File: config.mk
export PLATFORM = sky130hd
export DESIGN_NAME = du_issue_ctrl
export DESIGN_NICKNAME = d
export VERILOG_FILES = /design/src/rtl/b8_issue_pkg.sv /design/src/rtl/issue_scoreboard.sv /design/src/rtl/du_issue_ctrl.sv
export SDC_FILE = /design/constraint.sdc
export NUM_CORES = 1
export LEC_CHECK = 0
export CAP_MARGIN = 20
export CORE_MARGIN = 4
export CORE_UTILIZATION = 45
export CTS_CLUSTER_DIAMETER = 30
export DETAILED_ROUTE_END_ITERATION = 6
export PLACE_DENSITY_LB_ADDON = 0.3
export REMOVE_ABC_BUFFERS = 1
export SLEW_MARGIN = 20
export SYNTH_ARGS = -nofsm -noshare
export SYNTH_HDL_FRONTEND = slang
export SYNTH_HIERARCHICAL = 1
export SYNTH_SLANG_ARGS = --single-unit
export TNS_END_PERCENT = 30
File: constraint.sdc
create_clock -name clk -period 3.4 [get_ports clk]
set_input_delay 0.68 -clock clk [delete_from_list [all_inputs] [get_ports clk]]
set_output_delay 0.68 -clock clk [all_outputs]
set_load 0.03 [all_outputs]
File: src/rtl/b8_issue_pkg.sv
// Shared issue-stage types and sizes.
// Pure declarations; no latency or backpressure of its own.
package b8_issue_pkg;
  localparam int PID_W      = 2;
  localparam int REG_NUM    = 32;
  localparam int REG_ADDR_W = 5;

  typedef enum logic [0:0] {
    ST_RUN   = 1'b0,
    ST_SPLIT = 1'b1
  } issue_state_e;
endpackage

File: src/rtl/issue_scoreboard.sv
// Busy bits for long-latency destinations, two issue set ports and one writeback clear.
// Updates land one cycle after the request; always accepts, no backpressure.
module issue_scoreboard
  import b8_issue_pkg::*;
(
  input  logic                  clk,
  input  logic                  reset,
  input  logic                  set0_vld,
  input  logic [REG_ADDR_W-1:0] set0_addr,
  input  logic                  set1_vld,
  input  logic [REG_ADDR_W-1:0] set1_addr,
  input  logic                  clr_vld,
  input  logic [REG_ADDR_W-1:0] clr_addr,
  input  logic                  clr_all,
  output logic [REG_NUM-1:0]    busy
);
  logic [REG_NUM-1:0] set_mask;
  logic [REG_NUM-1:0] clr_mask;

  // x0 is hardwired and never tracked
  always_comb begin
    set_mask = '0;
    clr_mask = '0;
    if (set0_vld && set0_addr != '0) set_mask[set0_addr] = 1'b1;
    if (set1_vld && set1_addr != '0) set_mask[set1_addr] = 1'b1;
    if (clr_vld && clr_addr != '0)   clr_mask[clr_addr]   = 1'b1;
  end

  always_ff @(posedge clk or posedge reset) begin
    if (reset)        busy <= '0;
    else if (clr_all) busy <= '0;
    else              busy <= (busy & ~clr_mask) | set_mask;
  end
endmodule

File: src/rtl/du_issue_ctrl.sv
// Dual-issue control: issues a decoded pair whole or split around RAW/WAW/busy hazards.
// Issue decision is combinational in the presenting cycle; state updates on the next edge.
// exReady_i low or pairValid_i low holds everything; flush_i overrides and clears.
module du_issue_ctrl
  import b8_issue_pkg::*;
(
  input  logic                  clk,
  input  logic                  reset,
  input  logic                  pairValid_i,
  input  logic                  way1Valid_i,
  input  logic [REG_ADDR_W-1:0] way0_rs1Addr_i,
  input  logic [REG_ADDR_W-1:0] way0_rs2Addr_i,
  input  logic [REG_ADDR_W-1:0] way0_rdAddr_i,
  input  logic                  way0_rs1Use_i,
  input  logic                  way0_rs2Use_i,
  input  logic                  way0_rdWriteEnable_i,
  input  logic                  way0_longLat_i,
  input  logic [REG_ADDR_W-1:0] way1_rs1Addr_i,
  input  logic [REG_ADDR_W-1:0] way1_rs2Addr_i,
  input  logic [REG_ADDR_W-1:0] way1_rdAddr_i,
  input  logic                  way1_rs1Use_i,
  input  logic                  way1_rs2Use_i,
  input  logic                  way1_rdWriteEnable_i,
  input  logic                  way1_longLat_i,
  input  logic                  exReady_i,
  input  logic                  wbValid_i,
  input  logic [REG_ADDR_W-1:0] wbRdAddr_i,
  input  logic                  flush_i,
  output logic                  pairReady_o,
  output logic                  duLoad_o,
  output logic                  way0_valid_o,
  output logic                  way1_valid_o,
  output logic [PID_W-1:0]      way0_pID_o,
  output logic [PID_W-1:0]      way1_pID_o,
  output logic [31:0]           stallCycles_o
);
  issue_state_e       state, state_nxt;
  logic [PID_W-1:0]   cnt;
  logic [REG_NUM-1:0] busy;
  logic               src_busy0, src_busy1, raw1, waw1;
  logic               go, issue0, issue1, pair_ready;
  logic [PID_W-1:0]   issue_cnt;

  assign src_busy0 = (way0_rs1Use_i && way0_rs1Addr_i != '0 && busy[way0_rs1Addr_i]) ||
                     (way0_rs2Use_i && way0_rs2Addr_i != '0 && busy[way0_rs2Addr_i]);
  assign src_busy1 = (way1_rs1Use_i && way1_rs1Addr_i != '0 && busy[way1_rs1Addr_i]) ||
                     (way1_rs2Use_i && way1_rs2Addr_i != '0 && busy[way1_rs2Addr_i]);
  assign raw1 = way0_rdWriteEnable_i && way0_rdAddr_i != '0 &&
                ((way1_rs1Use_i && way1_rs1Addr_i == way0_rdAddr_i) ||
                 (way1_rs2Use_i && way1_rs2Addr_i == way0_rdAddr_i));
  assign waw1 = way0_rdWriteEnable_i && way1_rdWriteEnable_i &&
                way0_rdAddr_i == way1_rdAddr_i && way0_rdAddr_i != '0;

  assign go = !reset && !flush_i && exReady_i && pairValid_i;

  always_comb begin
    issue0     = 1'b0;
    issue1     = 1'b0;
    pair_ready = 1'b0;
    state_nxt  = state;
    if (go) begin
      case (state)
        ST_RUN: begin
          if (!src_busy0) begin
            issue0 = 1'b1;
            if (way1Valid_i && (src_busy1 || raw1 || waw1)) begin
              state_nxt = ST_SPLIT;
            end else begin
              issue1     = way1Valid_i;
              pair_ready = 1'b1;
            end
          end
        end
        // way0 already left, so only the scoreboard can block way1 now
        ST_SPLIT: begin
          if (!src_busy1) begin
            issue1     = 1'b1;
            pair_ready = 1'b1;
            state_nxt  = ST_RUN;
          end
        end
        default: state_nxt = ST_RUN;
      endcase
    end
  end

  assign issue_cnt     = PID_W'(issue0) + PID_W'(issue1);
  assign way0_valid_o  = issue0;
  assign way1_valid_o  = issue1;
  assign way0_pID_o    = issue0 ? cnt : '0;
  assign way1_pID_o    = issue1 ? (issue0 ? cnt + PID_W'(1) : cnt) : '0;
  assign pairReady_o   = pair_ready;
  assign duLoad_o      = !reset && (exReady_i || flush_i);

  always_ff @(posedge clk or posedge reset) begin
    if (reset) begin
      state         <= ST_RUN;
      cnt           <= '0;
      stallCycles_o <= '0;
    end else if (flush_i) begin
      state <= ST_RUN;
      cnt   <= '0;
    end else begin
      state <= state_nxt;
      cnt   <= cnt + issue_cnt;
      if (pairValid_i && exReady_i && !issue0 && !issue1 && stallCycles_o != '1)
        stallCycles_o <= stallCycles_o + 32'd1;
    end
  end

  issue_scoreboard u_sb (
    .clk       (clk),
    .reset     (reset),
    .set0_vld  (issue0 && way0_longLat_i && way0_rdWriteEnable_i),
    .set0_addr (way0_rdAddr_i),
    .set1_vld  (issue1 && way1_longLat_i && way1_rdWriteEnable_i),
    .set1_addr (way1_rdAddr_i),
    .clr_vld   (wbValid_i),
    .clr_addr  (wbRdAddr_i),
    .clr_all   (flush_i),
    .busy      (busy)
  );
endmodule

-- Word-level counts from Yosys, hierarchy flattened
Cells that the tools add are included.
- bits in registers: 67
- logic and storage cells: 121
- RAM bits: 0
- output and inout bits: 40
- bits in latches: 0
- memories kept: 0
- bits in read-only memories: 0
- $mul: 0
- equality and inequality tests: 4
- $lt $le $gt $ge: 10
- mux-type cells: 40
- reduce and logical (&&, ||, !) cells: 53
- div/mod/pow operators: 0
- shifts and indexed selects: 0
- add/sub/neg operators: 4
- bitwise operators: 6
- operators by type and width (operator ; number):
    two-way mux 32 bit ; 4
    OR 32 bit ; 2
    < comparator 5 x 6 -> 1 bit, second input constant ; 7
    nonzero test 5 bit ; 7
    logical AND 1 bit ; 34
    adder 32 x 1 -> 32 bit, second input constant ; 1
    AND 32 bit ; 1
    != test 32 bit, second input constant ; 1
    NOT 32 bit ; 1
    two-way mux 1 bit ; 22
    binary-select mux 1 bit (select 5 bit) ; 4
    demux 1 bit (select 5 bit) ; 3
    == test 5 bit ; 3
    greater-or-equal comparator 5 x 1 -> 1 bit, second input constant ; 3
    two-way mux 2 bit ; 4
    logical OR 1 bit ; 6
    one-hot mux 1 bit (2 select lines) ; 3
    zero test 1 bit ; 4
    adder 1 x 1 -> 2 bit ; 1
    adder 2 x 1 -> 2 bit, second input constant ; 1
    adder 2 bit ; 1
    NOT 1 bit ; 2
    AND reduction 2 bit ; 1
    nonzero test 2 bit ; 1

-- Depth between registers and ports, before layout
- depth in word-level cells: 17
- mapped depth: 11
- mapped depth without buffers: 10

-- Modules after synthesis
Netlist, hierarchy kept.
- modules (own cells, without submodules) (module ; area an instance (sq um) ; instances ; cells an instance):
    du_issue_ctrl ; 3256.9 ; 1 ; 317
    issue_scoreboard ; 1712.9 ; 1 ; 172

-- Worst setup path before layout
OpenSTA, ideal clock, no wires.
- path kind: input -> output
- from: in way0_rs2Addr_i[1]
- to: out way1_pID_o[0]
- data arrival time: 3240 ps
- slack: -520 ps
- path buffers: 1
- cell stages on the path: 8
- cell sequence: buf_4 mux4_2 mux2_2 or3_1 a32oi_2 and2_1 ha_1 ha_1
- cells in the longest elaborated chain, start to end: 9
- RTL lines (item ; line ; RTL):
    from (decl) ; du_issue_ctrl.sv:12 ; input logic [REG_ADDR_W-1:0] way0_rs2Addr_i,
    binary-select mux 1 bit (select 5 bit) / nonzero test 5 bit (equally long branches) ; du_issue_ctrl.sv:45 ; (way0_rs2Use_i && way0_rs2Addr_i != '0 && busy[way0_rs2Addr_i]);
    two-way mux 1 bit (implied by the code) / logical AND 1 bit (equally long branches) ; du_issue_ctrl.sv:45 ;
    logical AND 1 bit * ; du_issue_ctrl.sv:45 ;
    logical OR 1 bit * ; du_issue_ctrl.sv:44 ; assign src_busy0 = (way0_rs1Use_i && way0_rs1Addr_i != '0 && busy[way0_rs1Addr_i]) ||
    two-way mux 1 bit * ; du_issue_ctrl.sv:64 ; if (!src_busy0) begin
    two-way mux 1 bit * ; du_issue_ctrl.sv:62 ; case (state)
    two-way mux 1 bit * ; du_issue_ctrl.sv:61 ; if (go) begin
    named net way0_valid_o ; du_issue_ctrl.sv:31 ; output logic way0_valid_o,
    two-way mux 2 bit * (2 in a row) ; du_issue_ctrl.sv:91 ; assign way1_pID_o = issue1 ? (issue0 ? cnt + PID_W'(1) : cnt) : '0;
    to (decl) ; du_issue_ctrl.sv:34 ; output logic [PID_W-1:0] way1_pID_o,
Mark *: on every way through the listed nets, which the timed path passes. The rest lies on a longest branch. The select of a mux whose other input is x is not followed.

-- Worst setup path in the final report
- from: in way0_rs2Addr_i[1]
- to: out way1_pID_o[0]
- cells in the longest elaborated chain, start to end: 9
- RTL lines (item ; line):
    binary-select mux 1 bit (select 5 bit) / nonzero test 5 bit (equally long branches) ; du_issue_ctrl.sv:45
    two-way mux 1 bit (implied by the code) / logical AND 1 bit (equally long branches) ; du_issue_ctrl.sv:45
    logical AND 1 bit * ; du_issue_ctrl.sv:45
    logical OR 1 bit * ; du_issue_ctrl.sv:44
    two-way mux 1 bit ; du_issue_ctrl.sv:64
    two-way mux 1 bit ; du_issue_ctrl.sv:62
    two-way mux 1 bit ; du_issue_ctrl.sv:61
    two-way mux 2 bit ; du_issue_ctrl.sv:91
    two-way mux 2 bit * ; du_issue_ctrl.sv:91
Mark *: on every way between the ends. The rest lies on a longest branch, timed or not. The select of a mux whose other input is x is not followed.

==> flow_metrics.env <==
export IMPL_status="complete, but fails checks"
export IMPL_violations="negative setup slack"
export IMPL_p_sw_share_pct=30.60
export IMPL_fp_dieW_microns=113.1
export IMPL_firstDrtPassIters=5
export IMPL_fin_cells=784
export IMPL_ys_ff_latch=67
export IMPL_fin_nets=693
export IMPL_core_rowCount=38
export IMPL_final_cell_mix="68 x buf_4, 66 x dfrtp_1, 58 x clkdlybuf4s50_1"
export IMPL_max_freq_mhz=284.7
export IMPL_overflow=0
export IMPL_synth_area_leaders="dfrtp_1 34%, mux4_2 12%, xnor2_1 6.0%, a22oi_1 4.8%, a21oi_1 3.3%"
export IMPL_cp_max_fo=3
export IMPL_rsz0062_at_grt="true"
export IMPL_synth_edf_count=0
export IMPL_startpoint_type="input port"
export IMPL_hold_class="flip-flop to flip-flop"
export IMPL_worstSkewPairLatency_ns=0.36
export IMPL_via_count=4949
export IMPL_end_kind="output pin"
export IMPL_cts_htree_levels=3
export IMPL_hold_viol=0
export IMPL_clkPwrFrac_pct=31.7
export IMPL_grt_max_degree=37
export IMPL_slew_headroom_pct=60.58
export IMPL_wl_microns=15970
export IMPL_drive_above_1_share_pct=26.71
export IMPL_yosys_warnings=6
export IMPL_cap_violations=0
export IMPL_antenna_found_initial=0
export IMPL_io_pins=90
export IMPL_peakVddDrop_mv=0.4092
export IMPL_total_power_uw=1955
export IMPL_async_flop_share_pct=100.0
export IMPL_netlist_area_sq_mm=0.004970
export IMPL_start_util_pct=45.84
export IMPL_grt_pass1_vias=4985
export IMPL_p_leak_uw=0.002811
export IMPL_grt_pass1_wl_microns=25920
export IMPL_yosys_area_top_type_share_pct=33.74
export IMPL_required_ns=2.72
export IMPL_antenna_cells=0
export IMPL_tightest_slew_ns=0.5901
export IMPL_finalWorstSetupSlack_ns=-0.1125
export IMPL_cts_buffers_inserted=9
export IMPL_ys_types=62
export IMPL_drc=0
export IMPL_drt_wirelength_per_cell_microns=20.37
export IMPL_switching_power_uw=598.3
export IMPL_vias_per_cell=6.313
export IMPL_synth_top_cell_by_area="dfrtp_1"
export IMPL_cts_hold_buffers=0
export IMPL_finalClockSkew_ns=0.02206
export IMPL_grt_usage_pct=25.36
export IMPL_dieArea_sq_mm=0.01279
export IMPL_cts_tree="done"
export IMPL_cts_sinks=67
export IMPL_drt_iter0_markers=506
export IMPL_syn_inst=489
export IMPL_die_y_microns=113.1
export IMPL_period_share_pct=103.3
export IMPL_cell_internal_pwr_uw=1357
export IMPL_fin_crit_ns=3.513
export IMPL_syn_avg_cell_area_sq_um=10.16
export IMPL_path_class="input port to output pin"
export IMPL_post_place_ws_ns=-0.7471
export IMPL_io_buffers=89
export IMPL_mostFrequentLayoutCell="buf_4"
export IMPL_power_density_mw_per_mm2=283.3
export IMPL_syn2layout_area_growth_pct=38.85
export IMPL_gp_congestion=0.9642
export IMPL_final_max_slew_viol_count=0
export IMPL_ys_seq_area_share_pct=33.74
export IMPL_synth_top_flop_cell="dfrtp_1"
export IMPL_post_dp_hpwl_microns=12500
export IMPL_place_inst=758
export IMPL_setup_viol=2
export IMPL_cts_root_buf="clkbuf_8"
export IMPL_clk_pin_slew_ns=0.09
export IMPL_combPwrFrac_pct=24.4
export IMPL_antenna_left=0
export IMPL_seq_power_share_pct=43.9
export IMPL_cp_arrival_ns=2.83
export IMPL_core_sq_mm=0.01084
export IMPL_cts_buffer_depth=2
## layer usage
metal  track usage, %  vias up  share of wire, %
li1                 -     2218                 -
met1            34.36     2437                42
met2            39.38      265                47
met3            5.668       29               8.5
met4            10.74        0               2.7
met5                0        -                 0
## worst paths after layout
kind,start,endpoint,slack [ns],cells past startpoint
worst max-delay path,way0_rs2Addr_i[1],way1_pID_o[0],-0.11,9
worst min-delay path,stallCycles_o[31]$_DFFE_PP0P_,stallCycles_o[31]$_DFFE_PP0P_,0.51,1
worst max register to register,u_sb/busy[23]$_DFF_PP0_,u_sb/busy[2]$_DFF_PP0_,0.15,12
worst min register to register,stallCycles_o[31]$_DFFE_PP0P_,stallCycles_o[31]$_DFFE_PP0P_,0.51,1
max in group asynchronous,reset,stallCycles_o[13]$_DFFE_PP0P_,2.05,3
min in group asynchronous,reset,cnt[1]$_DFF_PP0_,0.69,2
## registers in the layout (all words and copies together), names as in the netlist
| register | count |
|---|---|
| cnt | 2 |
| stallCycles_o | 32 |
| state | 1 |
| u_sb/busy | 32 |
## final cells by class
class | instances | area, sq um
Fill cell | 891 | 3940
Clock buffer | 11 | 151.4
Multi-Input combinational cell | 386 | 3308
Sequential cell | 67 | 1678
Inverter | 12 | 47.55
Tap cell | 140 | 175.2
Clock inverter | 5 | 36.28
Timing Repair Buffer | 163 | 1504
## metrics by stage
stage	util [%]	area (sq um)	hold WS [ns]	TNS (ns)
global placement	59.15	6412	0.4891	-29.60
finish	63.65	6900	0.5066	-0.1850
floorplan	-	4848	0.4808	-2.825
detailed placement	59.15	6412	0.4912	-32.84
global route	63.65	6900	0.5315	-0.4355
CTS	63.03	6833	0.5071	-0.4596
## cell families (layout without fill, tap and decap cells)
group                      count (synthesis)  count (layout)  share of synthesized area, %
buffers and inverters                     36             191                         3.399
AOI/OAI and AO/OA                        126             126                         16.62
xor gates and xnor gates                  48              48                         8.459
muxes                                     45              45                         15.73
DFF                                       67              67                         33.74
and+or+nand+nor                          163             163                         20.90
adders and majority gates                  4               4                         1.158
## power by group through the flow
stage	logic (uW)	clock network, uW	registers [uW]
after CTS	472	631	858
final	477	620	859
after floorplan	145	0	915
after global routing	512	669	864
after detailed placement	448	0	872
after global placement	439	0	871
## cell usage after synthesis, types with 3 or more instances
| cell | number |
|---|---|
| nor4_1 | 3 |
| nand4b_1 | 5 |
| dfrtp_1 | 67 |
| o21ai_0 | 29 |
| a31oi_1 | 3 |
| mux2_2 | 5 |
| nor2_1 | 17 |
| nor3_1 | 8 |
| nand3_1 | 21 |
| mux2i_1 | 14 |
| nand3b_1 | 7 |
| xor2_1 | 14 |
| and2_1 | 5 |
| nand2b_1 | 5 |
| xnor2_1 | 34 |
| inv_1 | 11 |
| nand4bb_1 | 3 |
| or3_1 | 3 |
| buf_2 | 10 |
| nor2b_1 | 5 |
| nand2_1 | 16 |
| and4bb_1 | 3 |
| o22ai_1 | 5 |
| clkbuf_1 | 10 |
| a21oi_1 | 33 |
| and3_1 | 17 |
| mux4_2 | 26 |
| ha_1 | 3 |
| o21ai_1 | 5 |
| a22oi_1 | 32 |
| and4b_1 | 6 |
| buf_4 | 3 |
| and4bb_2 | 3 |
| or4_1 | 8 |
| nand4_1 | 19 |
## worst max-delay path: stages
cell and delay, ns:
buf_8 0.08, mux4_2 0.47, mux2_4 0.27, or3_4 0.34
a32oi_4 0.28, and2_4 0.23, ha_4 0.20, ha_4 0.15
buf_6 0.13
## repair_timing
| action | 4_1_cts | 5_1_grt |
|---|---|---|
| resized for setup | 70 | 31 |
| pin swaps | 13 | 19 |
| endpoints found under the setup margin | 40 | 22 |
| buffers inserted | 7 | 3 |
(Power assumes the default switching activity.)
==> variant: new RTL, config.mk and constraints unchanged <==
Set the package constant `REG_ADDR_W` to 4 (it was 5).
--- a/src/rtl/b8_issue_pkg.sv
+++ b/src/rtl/b8_issue_pkg.sv
@@ -4,5 +4,5 @@
   localparam int PID_W      = 2;
   localparam int REG_NUM    = 32;
-  localparam int REG_ADDR_W = 5;
+  localparam int REG_ADDR_W = 4;
 
   typedef enum logic [0:0] {
Ports: changed (7 resized); port bits go from 90 to 83. No check against the original RTL was run, so the function may have changed too.
==> variant against the unedited design <==
The flow still finishes with violations (setup timing). Hold slack worse by 15 ps. Area after synthesis fell by 31%. Critical path type unchanged. Wire length shrank 35%. Sequential share of layout area grew 1.3 points. Setup slack improved by 48 ps. Non-clock buffer count down 32. Maximum frequency rose by 1.4%. Sequential cell count down 16. Clock skew shrank 7.9 ps. Cell area decreased by 28%. Combinational power decreased by 20%. Power fell by 23%.
==> variant: results (changes against the unedited design) <==
- Min-delay worst type: flop to flop
- Final setup violation count: 3 (+1)
- Clkbuf count: 6 (-5)
- Number of sequential cells in the layout: 51 (-24%)
- Detailed Route WL: 10300 um (-35%)
- Largest clock skew in the final design: 14.2 ps (-7.88 ps)
- Max stage delay cell, worst path: sky130_fd_sc_hd__or4_4
- Relative area of non-clock buffer cells in the final design: 24.2% (+2.4 points)
- Cell area after layout: 4980 um^2 (-28%)
- Worst hold start: stallCycles_o[4]$_DFFE_PP0P_
- Count of mapped cells out of synthesis: 344 (-30%)
- Worst relative slew slack: 56.5% (-4.1 points)
- Setup tns final: -138 ps (+46.7 ps)
- Reg-to-reg critical path endpoint: u_sb/busy[2]$_DFF_PP0_
- Setup slack, reg-to-reg: 270 ps (+120 ps)
- Startpoint of the most critical register-to-register path: u_sb/busy[14]$_DFF_PP0_
- Routed length per placed instance: 18.1 um (-11%)
- Clock buffers and inverters, area share: 2.44% (-0.28 points)
- Largest registers ranked by flip-flop count: stallCycles_o: 32 flops, u_sb/busy: 16 flops, cnt: 2 flops
- Pin count of the biggest net entering global routing: 36 (-2.7%)
- Critical-path maximum fanout: 6 (+3)
- Final setup margin: -64.9 ps (+47.6 ps)
- Clock latency of the later-clocked register in the worst-skew pair: 310 ps (-50 ps)
- Port Buffers: 82 (-7.9%)
- Number of cells on the worst hold path: 1 (unchanged)
- Area used by sequential logic in the layout: 1280 um^2 (-24%)
- Multi-input gates: 270 (-30%)
- Share of final-layout standard cells stronger than drive strength 1: 23.8% (-2.9 points)
- Inserted Clock Buffers: 5 (-4)
- Wire length of the first global-routing pass: 15400 um (-41%)
- Leakage: 2.18 nW (-22%)
- Hold WS: 491 ps (-15.3 ps)
- Layout net count: 517 (-25%)
- Vias: 3377 (-32%)
- VDD IR max: 0.347 mV (-15%)
- Violations in the final reports: setup timing
- H-tree depth: 2 (-1)
- Iteration-0 DRC Markers: 235 (-54%)
- Non-clock inverter count in the final layout: 11 (-1)
- Combined global-route utilization of all metal layers: 21.9% (-3.5 points)
- Synthesized cell area: 3430 um^2 (-31%)
- Number of cell instances on the worst register-to-register path: 12 (unchanged)
- Vias in the first global route: 3130 (-37%)
- Filler instances: 552 (-38%)
- Sum of net half-perimeters after detailed placement: 7640 um (-39%)
- Top Family by Delay on Critical Path: buffers and inverters
- Final RePlAce weighted congestion: 0.915 (-5.1%)
- Total placed instance area: 4610 um^2 (-28%)
- Post-Place Setup Slack: -616 ps (+131 ps)
- Worst Hold Endpoint: stallCycles_o[4]$_DFFE_PP0P_
- Dpl cells: 555 (-27%)
- Run status: finished, violations left
- Multi-input gate area in the final layout: 2210 um^2 (-33%)
- Critical Path AT: 2780 ps (-50 ps)
- Buffer cell driving the clock tree root: sky130_fd_sc_hd__clkbuf_8
==> variant: worst reg2reg max path, cell delays in order, from the launching register on <==
cell and delay, ps:
sky130_fd_sc_hd__dfrtp_2 460, sky130_fd_sc_hd__mux4_2 490, sky130_fd_sc_hd__a22oi_2 240, sky130_fd_sc_hd__o41ai_4 120, sky130_fd_sc_hd__or2_1 260, sky130_fd_sc_hd__or4_4 530
sky130_fd_sc_hd__inv_4 90, sky130_fd_sc_hd__buf_4 110, sky130_fd_sc_hd__and3_1 200, sky130_fd_sc_hd__nor3b_1 200, sky130_fd_sc_hd__buf_4 150, sky130_fd_sc_hd__a22oi_1 80
sky130_fd_sc_hd__a21oi_1 130
==> variant: report_power, final <==
group | internal, mW | switching, mW
sequential | 0.633 | 0.0374
combinational | 0.185 | 0.199
clock | 0.242 | 0.203
==> variant: worst max path at each step <==
stage,end,cells past startpoint,slack (ps),startpoint
after global routing,way1_pID_o[0],11,-120,way0_rdAddr_i[3]
after global placement,way1_pID_o[0],10,-570,way0_rs2Addr_i[2]
after CTS,way1_pID_o[0],10,-130,way0_rs2Addr_i[2]
after detailed placement,way1_pID_o[0],10,-620,way0_rs2Addr_i[2]
final,way1_pID_o[0],11,-60,way0_rdAddr_i[3]
after floorplan,way1_pID_o[0],5,-570,reset
==> variant: metal layers <==
metal | global-route usage (%) | vias up | wire (um)
met5 | 0 | - | 0
met4 | 6.13 | 0 | 182
met3 | 4.89 | 18 | 820
met2 | 35.6 | 152 | 5140
met1 | 29.3 | 1664 | 4190
li1 | - | 1543 | -
==> variant: timing repair <==
action,CTS,global route
pin swaps,11,12
setup buffers,3,4
endpoints found under the setup margin,24,9
resized for setup,47,38
